`src/rtl/bcd_7seg_scanner_pkg.sv`:
```
// bcd_7seg_scanner_pkg: shared segment patterns, digit-index type and reset index
// Segment vectors are {g,f,e,d,c,b,a}, active-low.
package bcd_7seg_scanner_pkg;

    localparam logic [6:0] SEG_0     = 7'b1000000;
    localparam logic [6:0] SEG_1     = 7'b1111001;
    localparam logic [6:0] SEG_2     = 7'b0100100;
    localparam logic [6:0] SEG_3     = 7'b0110000;
    localparam logic [6:0] SEG_4     = 7'b0011001;
    localparam logic [6:0] SEG_5     = 7'b0010010;
    localparam logic [6:0] SEG_6     = 7'b0000010;
    localparam logic [6:0] SEG_7     = 7'b1111000;
    localparam logic [6:0] SEG_8     = 7'b0000000;
    localparam logic [6:0] SEG_9     = 7'b0010000;
    localparam logic [6:0] SEG_DASH  = 7'b0111111;
    localparam logic [6:0] SEG_BLANK = 7'b1111111;

    typedef logic [1:0] idx_t;

    // Starting at 3 makes the first tick after reset land on digit0.
    localparam idx_t IDX_RST = 2'd3;

endpackage

```
`src/rtl/bcd_to_7seg.sv`:
```
// bcd_to_7seg: combinational BCD digit to active-low 7-segment decoder
// Ports: bcd [3:0] digit in; seg [6:0] {g,f,e,d,c,b,a} active-low, dash for codes 10-15.
module bcd_to_7seg
    import bcd_7seg_scanner_pkg::*;
(
    input  logic [3:0] bcd,
    output logic [6:0] seg
);

    always_comb begin
        case (bcd)
            4'd0:    seg = SEG_0;
            4'd1:    seg = SEG_1;
            4'd2:    seg = SEG_2;
            4'd3:    seg = SEG_3;
            4'd4:    seg = SEG_4;
            4'd5:    seg = SEG_5;
            4'd6:    seg = SEG_6;
            4'd7:    seg = SEG_7;
            4'd8:    seg = SEG_8;
            4'd9:    seg = SEG_9;
            default: seg = SEG_DASH;
        endcase
    end

endmodule

```
`src/rtl/bcd_7seg_scanner.sv`:
```
// bcd_7seg_scanner: 4-digit multiplexed 7-segment driver with frame-synchronous display update
// Ports: clk; rst async active-low; bcd_in [15:0] four BCD digits (digit0 in [3:0]);
//        load strobe samples bcd_in; an [3:0] active-low digit enables;
//        seg [6:0] active-low {g,f,e,d,c,b,a}; frame pulses on the tick selecting digit0.
// Option: define LEADING_ZERO_BLANK_EN to blank leading zero digits 3..1.
module bcd_7seg_scanner
    import bcd_7seg_scanner_pkg::*;
#(
    parameter int SCAN_DIV = 4
) (
    input  logic        clk,
    input  logic        rst,
    input  logic [15:0] bcd_in,
    input  logic        load,
    output logic [3:0]  an,
    output logic [6:0]  seg,
    output logic        frame
);

    localparam int PW = $clog2(SCAN_DIV);

    logic [PW-1:0] pre;
    idx_t          idx, nidx;
    logic [15:0]   pending, disp, disp_nx;
    logic          pend_valid, tick, wrap, blank;
    logic [3:0]    digit;
    logic [6:0]    dec;

    assign tick = pre == PW'(SCAN_DIV - 1);
    assign nidx = idx + 2'd1;
    assign wrap = tick && idx == 2'd3;

    // The display register only moves on the wrap tick; a load on that very
    // tick bypasses the pending register so digit0 shows it immediately.
    assign disp_nx = !wrap ? disp : load ? bcd_in : pend_valid ? pending : disp;

    // Decode from the post-update display so digit0 reflects a wrap-time swap.
    assign digit = disp_nx[{nidx, 2'b00} +: 4];

`ifdef LEADING_ZERO_BLANK_EN
    logic z1, z2, z3;
    assign z3    = disp_nx[15:12] == 4'd0;
    assign z2    = z3 && disp_nx[11:8] == 4'd0;
    assign z1    = z2 && disp_nx[7:4] == 4'd0;
    assign blank = nidx == 2'd3 ? z3 : nidx == 2'd2 ? z2 : nidx == 2'd1 ? z1 : 1'b0;
`else
    assign blank = 1'b0;
`endif

    bcd_to_7seg u_dec (
        .bcd (digit),
        .seg (dec)
    );

    always_ff @(posedge clk or negedge rst) begin
        if (!rst) begin
            pre        <= '0;
            idx        <= IDX_RST;
            pending    <= '0;
            pend_valid <= 1'b0;
            disp       <= '0;
            an         <= 4'hF;
            seg        <= SEG_BLANK;
            frame      <= 1'b0;
        end else begin
            pre   <= tick ? '0 : pre + 1'b1;
            frame <= wrap;
            disp  <= disp_nx;
            if (wrap) begin
                pend_valid <= 1'b0;
            end else if (load) begin
                pending    <= bcd_in;
                pend_valid <= 1'b1;
            end
            if (tick) begin
                idx <= nidx;
                an  <= ~(4'b0001 << nidx);
                seg <= blank ? SEG_BLANK : dec;
            end
        end
    end

endmodule

```
`config.mk`:
```
export PLATFORM = sky130hd
export DESIGN_NAME = bcd_7seg_scanner
export DESIGN_NICKNAME = d
export VERILOG_FILES = /design/src/rtl/bcd_7seg_scanner_pkg.sv /design/src/rtl/bcd_to_7seg.sv /design/src/rtl/bcd_7seg_scanner.sv
export SDC_FILE = /design/constraint.sdc
export NUM_CORES = 1
export LEC_CHECK = 0
export ABC_AREA = 1
export CAP_MARGIN = 20
export CORE_ASPECT_RATIO = 2
export CORE_MARGIN = 10
export CORE_UTILIZATION = 35
export CTS_BUF_LIST = sky130_fd_sc_hd__clkbuf_4
export DETAILED_ROUTE_END_ITERATION = 8
export HOLD_SLACK_MARGIN = 0.05
export PLACE_DENSITY_LB_ADDON = 0.25
export SYNTH_ARGS = -nofsm -noshare
export SYNTH_HDL_FRONTEND = slang
export SYNTH_HIERARCHICAL = 1
export SYNTH_SLANG_ARGS = --single-unit
```
`constraint.sdc`:
```
create_clock -name clk -period 7.35 [get_ports clk]
set_input_delay 0.735 -clock clk [delete_from_list [all_inputs] [get_ports clk]]
set_output_delay 0.735 -clock clk [all_outputs]
set_load 0.01 [all_outputs]
```
Word level (Yosys, flattened, before mapping)

Memories as Yosys holds them, arrays and structs flattened. A register that Yosys moved wholly into a read port is not among the register bits.
Index checks and enable logic that the tools add are counted.

Register bits after elaboration: 42
Bits in read-only memories: 112
Output and inout port bits: 12
Word-level logic and storage cells: 26
Memories: 1

Memory list:

| memory          | words | width | read ports | clocked after memory_dff | wr ports | line              | RTL |
|---|---|---|---|---|---|---|---|
| (no name shown) | 16    | 7     | 1          | 1                        | 0        | bcd_to_7seg.sv:11 | `case (bcd)` |

Add/sub/neg operators: 2
Reductions and logical operators: 4
Multiplexer cells: 6
Bitwise gates (word level): 2
Equality and inequality tests: 2
Shift-type cells: 2

Operator list:

| operator              | count |
|---|---|
| $mux W16              | 3 |
| $shiftx A16 B5 Y4     | 1 |
| $add A2 B1 Y2 const B | 2 |
| $eq A2 B2 Y1 const B  | 2 |
| $not A4 Y4            | 1 |
| $shl A1 B2 Y4 const A | 1 |
| $mux W1               | 2 |
| $mux W2               | 1 |
| $reduce_and A2 Y1     | 1 |
| $reduce_bool A2 Y1    | 1 |
| $logic_and A1 B1 Y1   | 1 |
| $logic_not A1 Y1      | 1 |
| $not A1 Y1            | 1 |

Depth between registers and ports, before layout

Depth after elaboration: 4
Depth in mapped cells: 18
Mapped depth without buffers: 17

Modules after synthesis

Netlist, hierarchy kept.

By module, submodules not included:

| module           | area each (µm²) | instances | cells each |
|---|---|---|---|
| bcd_7seg_scanner | 2468.6          | 1         | 317 |
| bcd_to_7seg      | 186.4           | 1         | 35 |

Worst setup path after synthesis

OpenSTA, ideal clock, no wires.

Kind: register -> register
Start point: reg idx[0]
End point: reg seg[3]
Path buffers: 1
Slack: 5.017 ns
Data arrival time: 2.272 ns
Stages on the path, launching flop included: 14
Required time: 7.289 ns
Path through: dfstp_2 -> buf_2 -> clkinv_1 -> ha_1 -> inv_1 -> nand2_1 -> nand2_1 -> inv_1 -> ha_1 -> nand2_1 -> nand3_1 -> nand2_1 -> nand2_1 -> nand2_1

RTL lines:

| item                   | line                   | RTL |
|---|---|---|
| start, declared        | bcd_7seg_scanner.sv:23 | `idx_t idx, nidx;` |
| start signal, assigned | bcd_7seg_scanner.sv:76 | `idx <= nidx;` |
| $add A2 B1 Y2          | bcd_7seg_scanner.sv:30 | `assign nidx = idx + 2'd1;` |
| via nidx[0]            | bcd_7seg_scanner.sv:23 |  |
| $shiftx A16 B5 Y4      | bcd_7seg_scanner.sv:38 | `assign digit = disp_nx[{nidx, 2'b00} +: 4];` |
| via digit[1]           | bcd_7seg_scanner.sv:26 | `logic [3:0] digit;` |
| end, declared          | bcd_7seg_scanner.sv:16 | `output logic [6:0] seg,` |

The timed path passes the listed nets, and every way through them passes these cells.
A chain may end at the register's enable or synchronous reset.

Worst setup path in the final report

Start point: in load
End point: reg seg[3]

Longest elaborated chain between the ends: 3

RTL lines:

| item                  | line                   | RTL |
|---|---|---|
| start, declared       | bcd_7seg_scanner.sv:14 | `input logic load,` |
| $mux W16 (2 in a row) | bcd_7seg_scanner.sv:35 | `assign disp_nx = !wrap ? disp : load ? bcd_in : pend_valid ? pending : disp;` |
| $shiftx A16 B5 Y4     | bcd_7seg_scanner.sv:38 |  |
| via digit[1]          | bcd_7seg_scanner.sv:26 |  |

The timed path passes the listed nets, and every way through them passes these cells.

==> impl_metrics.py <==
metrics = {
    "worst_setup_path": {
        "worstSetupEndpointType": "flop",
        "cp-start-kind": "primary input",
        "arrival_ns": 3.33,
        "worstPathRequired_ns": 7.68,
        "critPathMaxFanout": 18,
        "critical_path_class": "primary input to flop",
    },
    "cts": {
        "clockBufferDepth": 2,
        "root_buffer": "clkbuf_4",
        "clkLatencyLatePin_ns": 0.38,
        "cts_hold_buf": 0,
        "numCtsBuffers": 5,
        "clock_sinks": 49,
        "cts_tree": "done",
        "cts_resized": 0,
        "htreeDepth": 2,
        "clk_pin_slew_ns": 0.14,
        "postCtsSetupBuffers": 0,
    },
    "run_status": {
        "outcome": "finished, final reports clean",
    },
    "timing": {
        "fin_crit_ns": 2.99,
        "slew-limit-headroom": 0.454,
        "worst_slew_pin_slew_ns": 0.817,
        "period_share": 0.407,
        "hold_viol": 0,
        "tns_ns": 0,
        "fmax_mhz": 334,
        "fin_worst_skew_ns": 0.00568,
        "setup_viol": 0,
        "rsz0062_at_grt": "no",
        "drv_slew": 0,
    },
    "logic_synthesis": {
        "syn_area_per_cell_sq_um": 7.54,
        "synth_area_sq_mm": 0.00266,
        "yosysWarnings": 6,
        "synth_cell_type_count": 24,
        "synthCells": 352,
        "synth_seq_cells": 49,
        "ys_seq_area_frac": 0.468,
        "syn_nets": 381,
    },
    "floorplanning": {
        "initial_utilization": 0.363,
        "dieArea_sq_mm": 0.0117,
        "coreArea_sq_mm": 0.00732,
        "rows": 44,
        "die_w_um": 81.6,
        "pin_count": 31,
        "fp.dieH_um": 143,
    },
    "grt": {
        "grt_max_degree": 50,
        "grt_pass1_wl_um": 9490,
        "antenna_found_initial": 0,
        "grt_overflow": 0,
        "grt_pass1_vias": 2150,
        "grt_usage": 0.102,
    },
    "placed_design": {
        "portBuffers": 30,
        "dpl_cell_area_sq_mm": 0.00298,
        "gp_congestion": 0.843,
        "dp_hpwl_um": 4150,
    },
    "drt": {
        "num_vias": 2042,
        "detail-route-antenna-nets": 0,
        "drt_wl_total_um": 5450,
        "avgRoutedWirePerCell_um": 11.6,
        "remaining_drc_errors": 0,
        "dr.pass1.iters": 4,
        "drt_iter0_markers": 46,
        "viasPerCell": 4.35,
    },
    "pwr": {
        "ir_drop_mv": 0.0862,
        "leakage_nw": 1.62,
        "power_uw": 532,
        "p_per_area_mw_per_mm2": 175,
    },
    "layout": {
        "syn2layout_area_growth_pct": 14.3,
        "fin_area_sq_mm": 0.00304,
        "diodes": 0,
        "nets": 405,
        "drive_gt1_frac": 0.0769,
        "n_fill_cell": 765,
    },
    "run": {
        "maxCapViolations": 0,
    },
    "worst_hold_path": {
        "min_path_type": "primary input to async pin",
    },
}
==> layout make-up <==
class | instances | area (sq um) | area share
inverter | 56 | 213 | 0.0701
clock inverter | 1 | 3.75 | 0.00124
tap | 92 | 115 | 0.0379
clock buffer | 7 | 52.6 | 0.0173
timing repair buffer | 31 | 303 | 0.0998
sequential | 49 | 1240 | 0.409
multi-input combinational | 233 | 1110 | 0.364
==> worst paths after layout <==
check                      slack, ns  cells past startpoint              from                       to
setup / recovery                4.36                     16              load       seg[3]$_DFFE_PN1N_
max in group asynchronous       6.50                      2               rst   pending[1]$_DFFE_PN0P_
hold reg to reg                 0.44                      1  pre[0]$_DFF_PN0_         pre[0]$_DFF_PN0_
setup reg to reg                4.56                     16  pre[0]$_DFF_PN0_       seg[3]$_DFFE_PN1N_
hold / removal                  0.44                      2               rst  pending[15]$_DFFE_PN0P_
min in group clk                0.44                      1  pre[0]$_DFF_PN0_         pre[0]$_DFF_PN0_
==> through the flow <==
stage	hold slack, ns	setup slack [ns]	utilization	instances
floorplan	0.403	5.02	-	352
global placement	0.414	4.02	0.407	461
finish	0.441	4.36	0.415	469
detailed placement	0.424	3.94	0.407	461
CTS	0.441	4.35	0.415	469
global route	0.465	4.04	0.415	469
==> metal layers <==
metal	GRT usage	share of wire	vias up
li1	-	-	1102
met1	0.0952	0.39	909
met2	0.193	0.55	25
met3	0.0252	0.046	6
met4	0.0486	0.020	0
met5	0	0	-
==> critical path, stage by stage <==
cell	delay, ns
clkdlybuf4s50_1	0.90
inv_4	0.20
nand2_2	0.14
nand2_4	0.13
nand2_1	0.12
nand3_1	0.08
nand2_1	0.08
nand2_1	0.05
nand2_1	0.13
inv_1	0.12
ha_1	0.28
nand2_1	0.08
nand3_1	0.08
nand2_1	0.06
nand2_1	0.05
nand2_1	0.08
==> synth_stat cells (all sizes together) <==
cell | count | area (sq um)
a21oi | 1 | 5.00
nand3 | 33 | 165
and2 | 14 | 87.6
ha | 10 | 125
clkinv | 1 | 3.75
nand3b | 4 | 30.0
clkbuf | 3 | 11.3
mux2 | 1 | 11.3
inv | 55 | 209
o21ai | 20 | 104
dfrtp | 36 | 901
dfstp | 13 | 342
xor2 | 1 | 8.76
buf | 11 | 82.6
nand2 | 144 | 551
nor2 | 5 | 18.8
==> registers in the layout (all words and copies together) (netlist names) <==
signal,count
disp,16
pending,16
seg,7
an,4
idx,2
pre,2
frame,1
pend_valid,1
==> power breakdown <==
part | switching, mW | internal, mW | total (mW) | leakage, nW
Combinational | 0.0528 | 0.0442 | 0.0970 | 1.03
Clock | 0.0851 | 0.0443 | 0.129 | 0.0338
Sequential | 0.0101 | 0.296 | 0.306 | 0.564
Total | 0.148 | 0.384 | 0.532 | 1.62
==> kinds of logic (layout without fill, tap and decap cells) <==
logic type / Yosys count / in the layout / share of synthesized area
and+or+nand+nor: 200 / 200 / 0.321
buffers and inverters: 70 / 95 / 0.115
AOI/OAI and AO/OA: 21 / 21 / 0.0410
DFF: 49 / 49 / 0.468
muxes: 1 / 1 / 0.00424
adders and majority gates: 10 / 10 / 0.0471
xor gates and xnor gates: 1 / 1 / 0.00330
==> cell usage in the layout, fill, tap and decap left out <==
cell type	netlist	routed
inv_1	52	52
nand2_1	142	142
a21oi_1	1	1
nand2_2	1	1
mux2_2	1	1
nand3b_1	4	4
o21ai_2	1	1
clkinv_1	1	2
inv_4	1	1
nand3_1	33	33
nor2_1	5	5
buf_2	6	1
o21ai_0	19	19
dfstp_2	13	13
ha_1	10	10
clkbuf_4	0	7
xor2_1	1	1
dfrtp_1	36	36
and2_1	14	14
clkdlybuf4s50_1	0	29
nand2_4	1	1
buf_4	2	1
inv_2	2	2
No activity file was read; power rests on OpenSTA's default activity.
